$ cat config.mk
export PLATFORM = sky130hd
export DESIGN_NAME = pwl_sweep_engine
export DESIGN_NICKNAME = d
export VERILOG_FILES = /design/src/rtl/pwl_sweep_pkg.sv /design/src/rtl/pwl_sweep_step.sv /design/src/rtl/pwl_sweep_engine.sv
export SDC_FILE = /design/constraint.sdc
export NUM_CORES = 1
export LEC_CHECK = 0
export BUFFER_PORTS_ARGS = -buffer_cell sky130_fd_sc_hd__buf_2
export CORE_UTILIZATION = 50
export DETAILED_ROUTE_END_ITERATION = 10
export PLACE_DENSITY = 0.76
export SETUP_SLACK_MARGIN = 0.15
export SYNTH_ARGS = -nofsm -noshare
export SYNTH_HDL_FRONTEND = slang
export SYNTH_SLANG_ARGS = --single-unit
$ cat constraint.sdc
create_clock -name clk -period 6.47 [get_ports clk]
set_input_delay 0.647 -clock clk [delete_from_list [all_inputs] [get_ports clk]]
set_output_delay 0.647 -clock clk [all_outputs]
set_load 0.02 [all_outputs]
$ cat src/rtl/pwl_sweep_pkg.sv
// rtl/pwl_sweep_pkg.sv - shared register indices, sweep word layout and state type
package pwl_sweep_pkg;

  // Register selector, low two bits of wr_addr
  localparam logic [1:0] REG_PERIOD = 2'd0;
  localparam logic [1:0] REG_AMP    = 2'd1;
  localparam logic [1:0] REG_PSWEEP = 2'd2;
  localparam logic [1:0] REG_ASWEEP = 2'd3;

  // Sweep word is {en, dir, rate[RATE_BITS-1:0]}
  function automatic int sweep_en_bit(input int rate_bits);
    return rate_bits + 1;
  endfunction

  function automatic int sweep_dir_bit(input int rate_bits);
    return rate_bits;
  endfunction

  typedef enum logic {
    IDLE = 1'b0,
    RUN  = 1'b1
  } state_t;

endpackage

$ cat src/rtl/pwl_sweep_step.sv
// rtl/pwl_sweep_step.sv - one-field sweep step (value/counter update); honours PWL_SWEEP_AUTO_DISABLE_EN
module pwl_sweep_step
  import pwl_sweep_pkg::*;
#(
  parameter int VALUE_BITS = 13,
  parameter int RATE_BITS  = 8
) (
  input  logic [VALUE_BITS-1:0] value,
  input  logic [RATE_BITS-1:0]  counter,
  input  logic [RATE_BITS+1:0]  sweep,
  output logic [VALUE_BITS-1:0] next_value,
  output logic [RATE_BITS-1:0]  next_counter,
  output logic                  saturated,
  output logic                  next_en
);

  localparam int EN_BIT  = sweep_en_bit(RATE_BITS);
  localparam int DIR_BIT = sweep_dir_bit(RATE_BITS);
  localparam logic [VALUE_BITS-1:0] VMAX = '1;
  localparam logic [VALUE_BITS-1:0] VONE = VALUE_BITS'(1);

  logic                 en;
  logic                 dir;
  logic [RATE_BITS-1:0] rate;

  assign en   = sweep[EN_BIT];
  assign dir  = sweep[DIR_BIT];
  assign rate = sweep[RATE_BITS-1:0];

  // Step the value when the counter reaches rate, otherwise advance the counter.
  // saturated means this step ends at the limit (including a step held at the limit).
  always_comb begin
    next_value   = value;
    next_counter = counter;
    saturated    = 1'b0;
    if (en) begin
      if (counter == rate) begin
        next_counter = '0;
        if (!dir) begin
          if (value != VMAX) next_value = value + VONE;
          saturated = (value == VMAX) || (value == VMAX - VONE);
        end else begin
          if (value != '0) next_value = value - VONE;
          saturated = (value == '0) || (value == VONE);
        end
      end else begin
        next_counter = counter + 1'b1;
      end
    end
  end

`ifdef PWL_SWEEP_AUTO_DISABLE_EN
  assign next_en = en & ~saturated;
`else
  assign next_en = en;
`endif

endmodule

$ cat src/rtl/pwl_sweep_engine.sv
// rtl/pwl_sweep_engine.sv - time-multiplexed period/amp sweep engine; optional PWL_SWEEP_AUTO_DISABLE_EN
module pwl_sweep_engine
  import pwl_sweep_pkg::*;
#(
  parameter int NUM_CHANNELS = 4,
  parameter int PERIOD_BITS  = 13,
  parameter int AMP_BITS     = 6,
  parameter int RATE_BITS    = 8,
  parameter int PRESCALE     = 256
) (
  input  logic                                clk,
  input  logic                                rst,
  input  logic                                wr_en,
  input  logic [$clog2(NUM_CHANNELS)+1:0]     wr_addr,
  input  logic [15:0]                         wr_data,
  input  logic                                ovr_clr,
  output logic [NUM_CHANNELS*PERIOD_BITS-1:0] periods,
  output logic [NUM_CHANNELS*AMP_BITS-1:0]    amps,
  output logic                                busy,
  output logic                                pass_done,
  output logic                                overrun
);

  localparam int CH_BITS  = $clog2(NUM_CHANNELS);
  localparam int PTR_BITS = (CH_BITS > 0) ? CH_BITS : 1;
  localparam int PS_BITS  = $clog2(PRESCALE);
  localparam int SW_BITS  = RATE_BITS + 2;
  localparam int EN_BIT   = sweep_en_bit(RATE_BITS);
  localparam logic [PTR_BITS-1:0] LAST_PTR = PTR_BITS'(NUM_CHANNELS - 1);
  localparam logic [PS_BITS-1:0]  PS_LAST  = PS_BITS'(PRESCALE - 1);

  state_t              state;
  logic [PTR_BITS-1:0] ptr;
  logic [PS_BITS-1:0]  presc;
  logic                tick;

  logic [PERIOD_BITS-1:0] period_r [NUM_CHANNELS];
  logic [AMP_BITS-1:0]    amp_r    [NUM_CHANNELS];
  logic [SW_BITS-1:0]     psweep_r [NUM_CHANNELS];
  logic [SW_BITS-1:0]     asweep_r [NUM_CHANNELS];
  logic [RATE_BITS-1:0]   pcnt_r   [NUM_CHANNELS];
  logic [RATE_BITS-1:0]   acnt_r   [NUM_CHANNELS];

  logic [PTR_BITS-1:0]     wr_ch;
  logic [1:0]              wr_reg;
  logic [NUM_CHANNELS-1:0] p_hit;
  logic [NUM_CHANNELS-1:0] a_hit;
  logic [NUM_CHANNELS-1:0] proc;

  logic [PERIOD_BITS-1:0] p_next;
  logic [RATE_BITS-1:0]   p_cnt_next;
  logic                   p_sat;
  logic                   p_en_next;
  logic [AMP_BITS-1:0]    a_next;
  logic [RATE_BITS-1:0]   a_cnt_next;
  logic                   a_sat;
  logic                   a_en_next;
  logic                   unused_ok;

  assign tick   = (presc == PS_LAST);
  assign wr_ch  = PTR_BITS'(wr_addr >> 2);
  assign wr_reg = wr_addr[1:0];

  // Saturation flags are informational here; high wr_data bits are ignored.
  assign unused_ok = ^{p_sat, a_sat, wr_data};

  // Decode which channel fields are written and which channel is being swept this cycle
  always_comb begin
    p_hit = '0;
    a_hit = '0;
    proc  = '0;
    for (int i = 0; i < NUM_CHANNELS; i++) begin
      p_hit[i] = wr_en && (wr_ch == PTR_BITS'(i)) &&
                 ((wr_reg == REG_PERIOD) || (wr_reg == REG_PSWEEP));
      a_hit[i] = wr_en && (wr_ch == PTR_BITS'(i)) &&
                 ((wr_reg == REG_AMP) || (wr_reg == REG_ASWEEP));
      proc[i]  = (state == RUN) && (ptr == PTR_BITS'(i));
    end
  end

  pwl_sweep_step #(
    .VALUE_BITS (PERIOD_BITS),
    .RATE_BITS  (RATE_BITS)
  ) u_period_step (
    .value        (period_r[ptr]),
    .counter      (pcnt_r[ptr]),
    .sweep        (psweep_r[ptr]),
    .next_value   (p_next),
    .next_counter (p_cnt_next),
    .saturated    (p_sat),
    .next_en      (p_en_next)
  );

  pwl_sweep_step #(
    .VALUE_BITS (AMP_BITS),
    .RATE_BITS  (RATE_BITS)
  ) u_amp_step (
    .value        (amp_r[ptr]),
    .counter      (acnt_r[ptr]),
    .sweep        (asweep_r[ptr]),
    .next_value   (a_next),
    .next_counter (a_cnt_next),
    .saturated    (a_sat),
    .next_en      (a_en_next)
  );

  // Register file: a bus write to a field always beats the sweep update of that field
  always_ff @(posedge clk or posedge rst) begin
    if (rst) begin
      for (int i = 0; i < NUM_CHANNELS; i++) begin
        period_r[i] <= '0;
        amp_r[i]    <= '0;
        psweep_r[i] <= '0;
        asweep_r[i] <= '0;
        pcnt_r[i]   <= '0;
        acnt_r[i]   <= '0;
      end
    end else begin
      for (int i = 0; i < NUM_CHANNELS; i++) begin
        if (p_hit[i]) begin
          if (wr_reg == REG_PERIOD) period_r[i] <= wr_data[PERIOD_BITS-1:0];
          else                      psweep_r[i] <= wr_data[SW_BITS-1:0];
          pcnt_r[i] <= '0;
        end else if (proc[i]) begin
          period_r[i]         <= p_next;
          pcnt_r[i]           <= p_cnt_next;
          psweep_r[i][EN_BIT] <= p_en_next;
        end

        if (a_hit[i]) begin
          if (wr_reg == REG_AMP) amp_r[i]    <= wr_data[AMP_BITS-1:0];
          else                   asweep_r[i] <= wr_data[SW_BITS-1:0];
          acnt_r[i] <= '0;
        end else if (proc[i]) begin
          amp_r[i]            <= a_next;
          acnt_r[i]           <= a_cnt_next;
          asweep_r[i][EN_BIT] <= a_en_next;
        end
      end
    end
  end

  // Prescaler and pass sequencer with registered busy/pass_done/overrun
  always_ff @(posedge clk or posedge rst) begin
    if (rst) begin
      presc     <= '0;
      state     <= IDLE;
      ptr       <= '0;
      busy      <= 1'b0;
      pass_done <= 1'b0;
      overrun   <= 1'b0;
    end else begin
      presc     <= tick ? '0 : presc + 1'b1;
      pass_done <= 1'b0;

      // A tick arriving mid-pass is dropped; a set beats a same-cycle clear
      if (tick && (state == RUN)) overrun <= 1'b1;
      else if (ovr_clr)           overrun <= 1'b0;

      case (state)
        IDLE: begin
          if (tick) begin
            state <= RUN;
            ptr   <= '0;
            busy  <= 1'b1;
          end
        end
        RUN: begin
          if (ptr == LAST_PTR) begin
            state     <= IDLE;
            busy      <= 1'b0;
            pass_done <= 1'b1;
          end else begin
            ptr <= ptr + 1'b1;
          end
        end
        default: begin
          state <= IDLE;
          busy  <= 1'b0;
        end
      endcase
    end
  end

  // Flatten per-channel registers, channel 0 in the LSBs
  always_comb begin
    periods = '0;
    amps    = '0;
    for (int i = 0; i < NUM_CHANNELS; i++) begin
      periods[i*PERIOD_BITS +: PERIOD_BITS] = period_r[i];
      amps[i*AMP_BITS +: AMP_BITS]          = amp_r[i];
    end
  end

endmodule

==> metrics.log <==
INFO  metric post-cts-setup-buffer-count = 0
INFO  metric cts-buffers-inserted = 25
INFO  metric worst_ir_drop_vdd = roughly 0.00022 V
INFO  metric totalNegativeSetupSlack = 0 ns
INFO  metric number_of_port_buffers = about 100
INFO  metric critical-path-max-stage-delay = between 1 and 1.5 ns
INFO  metric worst-path-stages = 8
INFO  metric clk_transition_reported_paths = ~0.060 ns
INFO  metric grt_overflow_total = 0
INFO  metric drv.max_cap_violation_count = 0
INFO  metric drive_above_1_share = a little under a quarter
INFO  metric drt_iter0_drc = ~1600
INFO  metric cts_hold_repair.buffers = 0
INFO  metric sequential_fraction_of_the_synthesis_area = between 40% and 50%
INFO  metric viasPerCell = 6.41
INFO  metric source_to_sink_clock_delay_at_the_later_pin_of_the_worst_skew_pair = between 0.5 and 0.6 ns
INFO  metric syn-mean-instance-area = ~10 um2
INFO  metric leakage = 6.50 nW
INFO  metric rsz0062_at_grt = no
INFO  metric worst-setup-path-type = flip-flop to flip-flop
INFO  metric die_height = around 160 um
INFO  metric slew_viol_final = 0
INFO  metric worstPathCellList = buf_4 -> mux4_1 -> xor2_1 -> or4b_4 -> nor4b_4 -> nand2_1 -> o31ai_1 -> a31oi_1
INFO  metric synth.net_count = approximately 1300
INFO  metric num_clock_sinks = approximately 230
INFO  metric synth_enable_flop_cells = 0
INFO  metric number_of_detailed_routing_iterations_run_before_antenna_repair = 6
INFO  metric cp.buffers_inverters = 1
INFO  metric dp.final_hpwl = around 23000 um
INFO  metric gr-usage-all-layers = 28.2%
INFO  metric io-pin-count = around 100
INFO  metric run_status = completed
INFO  metric synth_warnings = 0
INFO  metric wl_per_cell = around 22 um
INFO  metric clock_tree.root_cell = clkbuf_16
INFO  metric timing.hold.worst.start = ovr_clr
INFO  metric hold_depth = 2
INFO  metric grt_antenna_before_repair = 1
INFO  metric dp.cells = ~1600
INFO  metric start_util = slightly above 50%
INFO  metric timing.critical_path.from_type = flip-flop
INFO  metric powerDensity = around 290 nW/um2
INFO  metric worst_path_arrival = between 5 and 6 ns
INFO  metric layout.nets = 1374
INFO  metric cts_tree = yes
INFO  metric synth_top_cells_by_area = dfrtp_1, mux4_2, mux2_2, nand2_1, nor2_1
INFO  metric drc_errors = 0
INFO  metric final-hold-violation-count = 0
INFO  metric most_common_cell_in_the_netlist = dfrtp_1
INFO  metric wirelength = between 30000 and 40000 um
INFO  metric num_vias = ~11000
INFO  metric setup.worst_path.start = ptr[1]
INFO  metric timing.critical_path.to_type = flip-flop
INFO  metric post_synth_instance_area = 12900 um2
INFO  metric h_tree_depth_reported_by_cts = 1
INFO  metric timing_worst_slew_pin_value = between 1 and 1.5 ns
INFO  metric row_count = 58
INFO  metric routabilityCongestion = approximately 0.9
INFO  metric crit_slowest_cell = dfrtp_2
INFO  metric holdCritPathClass = primary input to flip-flop
INFO  metric top_cell_type_s_share_of_synthesized_area = 45.4%
INFO  metric period_share = approximately 72%
INFO  metric synth_common_cells = dfrtp_1, nand2_1, nor2_1, mux2_2, o21ai_0
INFO  metric synth_cells = 1267
INFO  metric final_core_utilization = a little under three fifths
INFO  metric final.setup_skew = 0.0147 ns
INFO  metric finalWorstPathRequiredPeriod = ~4.6 ns
INFO  metric wire_length_of_the_first_global_routing_pass = 58000 um
INFO  metric areaGrowthSynthToFinish = 12.3%
INFO  metric die-area = approximately 26000 um2
INFO  metric antenna_violating_nets_post_route = 0
INFO  metric power = between 0.004 and 0.005 W
INFO  metric ys_dominant_reg_cell = dfrtp_1
INFO  metric synth_cell_type_count = 60
INFO  metric post_cts_resize_count = 0
INFO  metric ff2ff_path_depth = 8
INFO  metric cp_max_fo = 36
INFO  metric rr_startpoint = ptr[1]
INFO  metric fmax = approximately 0.22 GHz
INFO  metric first_global_vias = ~11000
INFO  metric post_layout_nonfiller_instances = 1687
INFO  metric final-setup-viol-count = 0
INFO  metric relSlewSlack = between 10% and 20%
INFO  metric die_w = between 150 and 200 um
INFO  metric synthArstFlopShare = 100%
INFO  metric clock_tree.buffer_depth = 3
INFO  metric synth.largest_area_cell = dfrtp_1
INFO  metric yosys_register_bits = between 200 and 250
INFO  metric fp.coreArea = 25300 um2
INFO  metric grt_start_max_net_pins = ~170
INFO  metric cp_top_family = simple AND/OR/NAND/NOR gates
INFO  metric timing.critical_path.required = between 6 and 7 ns
kinds of logic (layout without fill, tap and decap cells):
kind of cell	count (synthesis)	count (layout)	share of synthesized area, %
flops	234	234	45.4
mux	138	138	17.0
fa+ha+maj	12	12	1.17
compound gates	283	283	13.8
buf+inv	104	192	3.53
other cells	0	2	0
xor+xnor	37	37	2.51
simple gates	459	459	16.6
stage by stage:
step	hold slack, ns	worst slack [ns]	instance area (um2)
2_1_floorplan	0.445	2.76	12900
3_3_place_gp	0.460	2.04	13700
3_5_place_dp	0.463	1.96	13700
4_1_cts	0.295	1.93	14500
5_1_grt	0.318	1.59	14500
6_report	0.300	1.84	14500
placed cells by master (no fill, tap or decap), types with 14 or more instances in the layout:
cell,Yosys,final
nand2_1,178,178
o21a_1,33,33
nor3_1,44,42
nand3_1,46,46
buf_2,12,99
a21o_1,21,21
and3_1,14,14
xnor2_1,14,14
dfrtp_1,234,232
mux2_2,72,72
buf_4,3,27
clkbuf_16,0,25
a21oi_1,68,68
mux4_2,48,48
xor2_1,23,23
a22o_1,17,17
nor2_1,106,104
o21ai_1,15,15
inv_1,21,20
o21ai_0,70,70
cell type report:
cell class | instances | area, um2
sequential | 234 | 5860
timing repair buffer | 127 | 718
antenna | 2 | 5.00
inverter | 21 | 82.6
clock buffer | 39 | 778
tap | 330 | 413
clock inverter | 5 | 27.5
fill | 2145 | 10800
multi-input combinational | 929 | 6590
registers in the layout (all words and copies together) (netlist names):
signal / flops
ptr: 2
pcnt_r: 32
busy: 1
asweep_r: 40
overrun: 1
state: 1
presc: 8
amps: 24
pass_done: 1
periods: 52
psweep_r: 40
acnt_r: 32
layer usage:
layer	vias to the layer above	part of all wire, %	track usage (%)
met4	0	3.7	11.6
met1	5403	39	37.1
met5	-	0	0
met2	585	48	46.7
li1	4709	-	-
met3	116	8.8	4.38
final timing paths:
check	to	slack, ns
worst min-delay path	overrun	0.30
min in group asynchronous	periods[18]	0.36
max in group asynchronous	asweep_r[27]	4.59
worst max-delay path	periods[46]	1.84
worst min register to register	presc[6]	0.48
worst max register to register	periods[46]	1.84
power by group:
| group | switching [W] | internal [W] |
|---|---|---|
| clock | 0.000588 | 0.000820 |
| sequential | 0.000147 | 0.00168 |
| combinational | 0.000528 | 0.000383 |
| total | 0.00126 | 0.00288 |
Note: power is estimated with default switching activity, not from simulation.
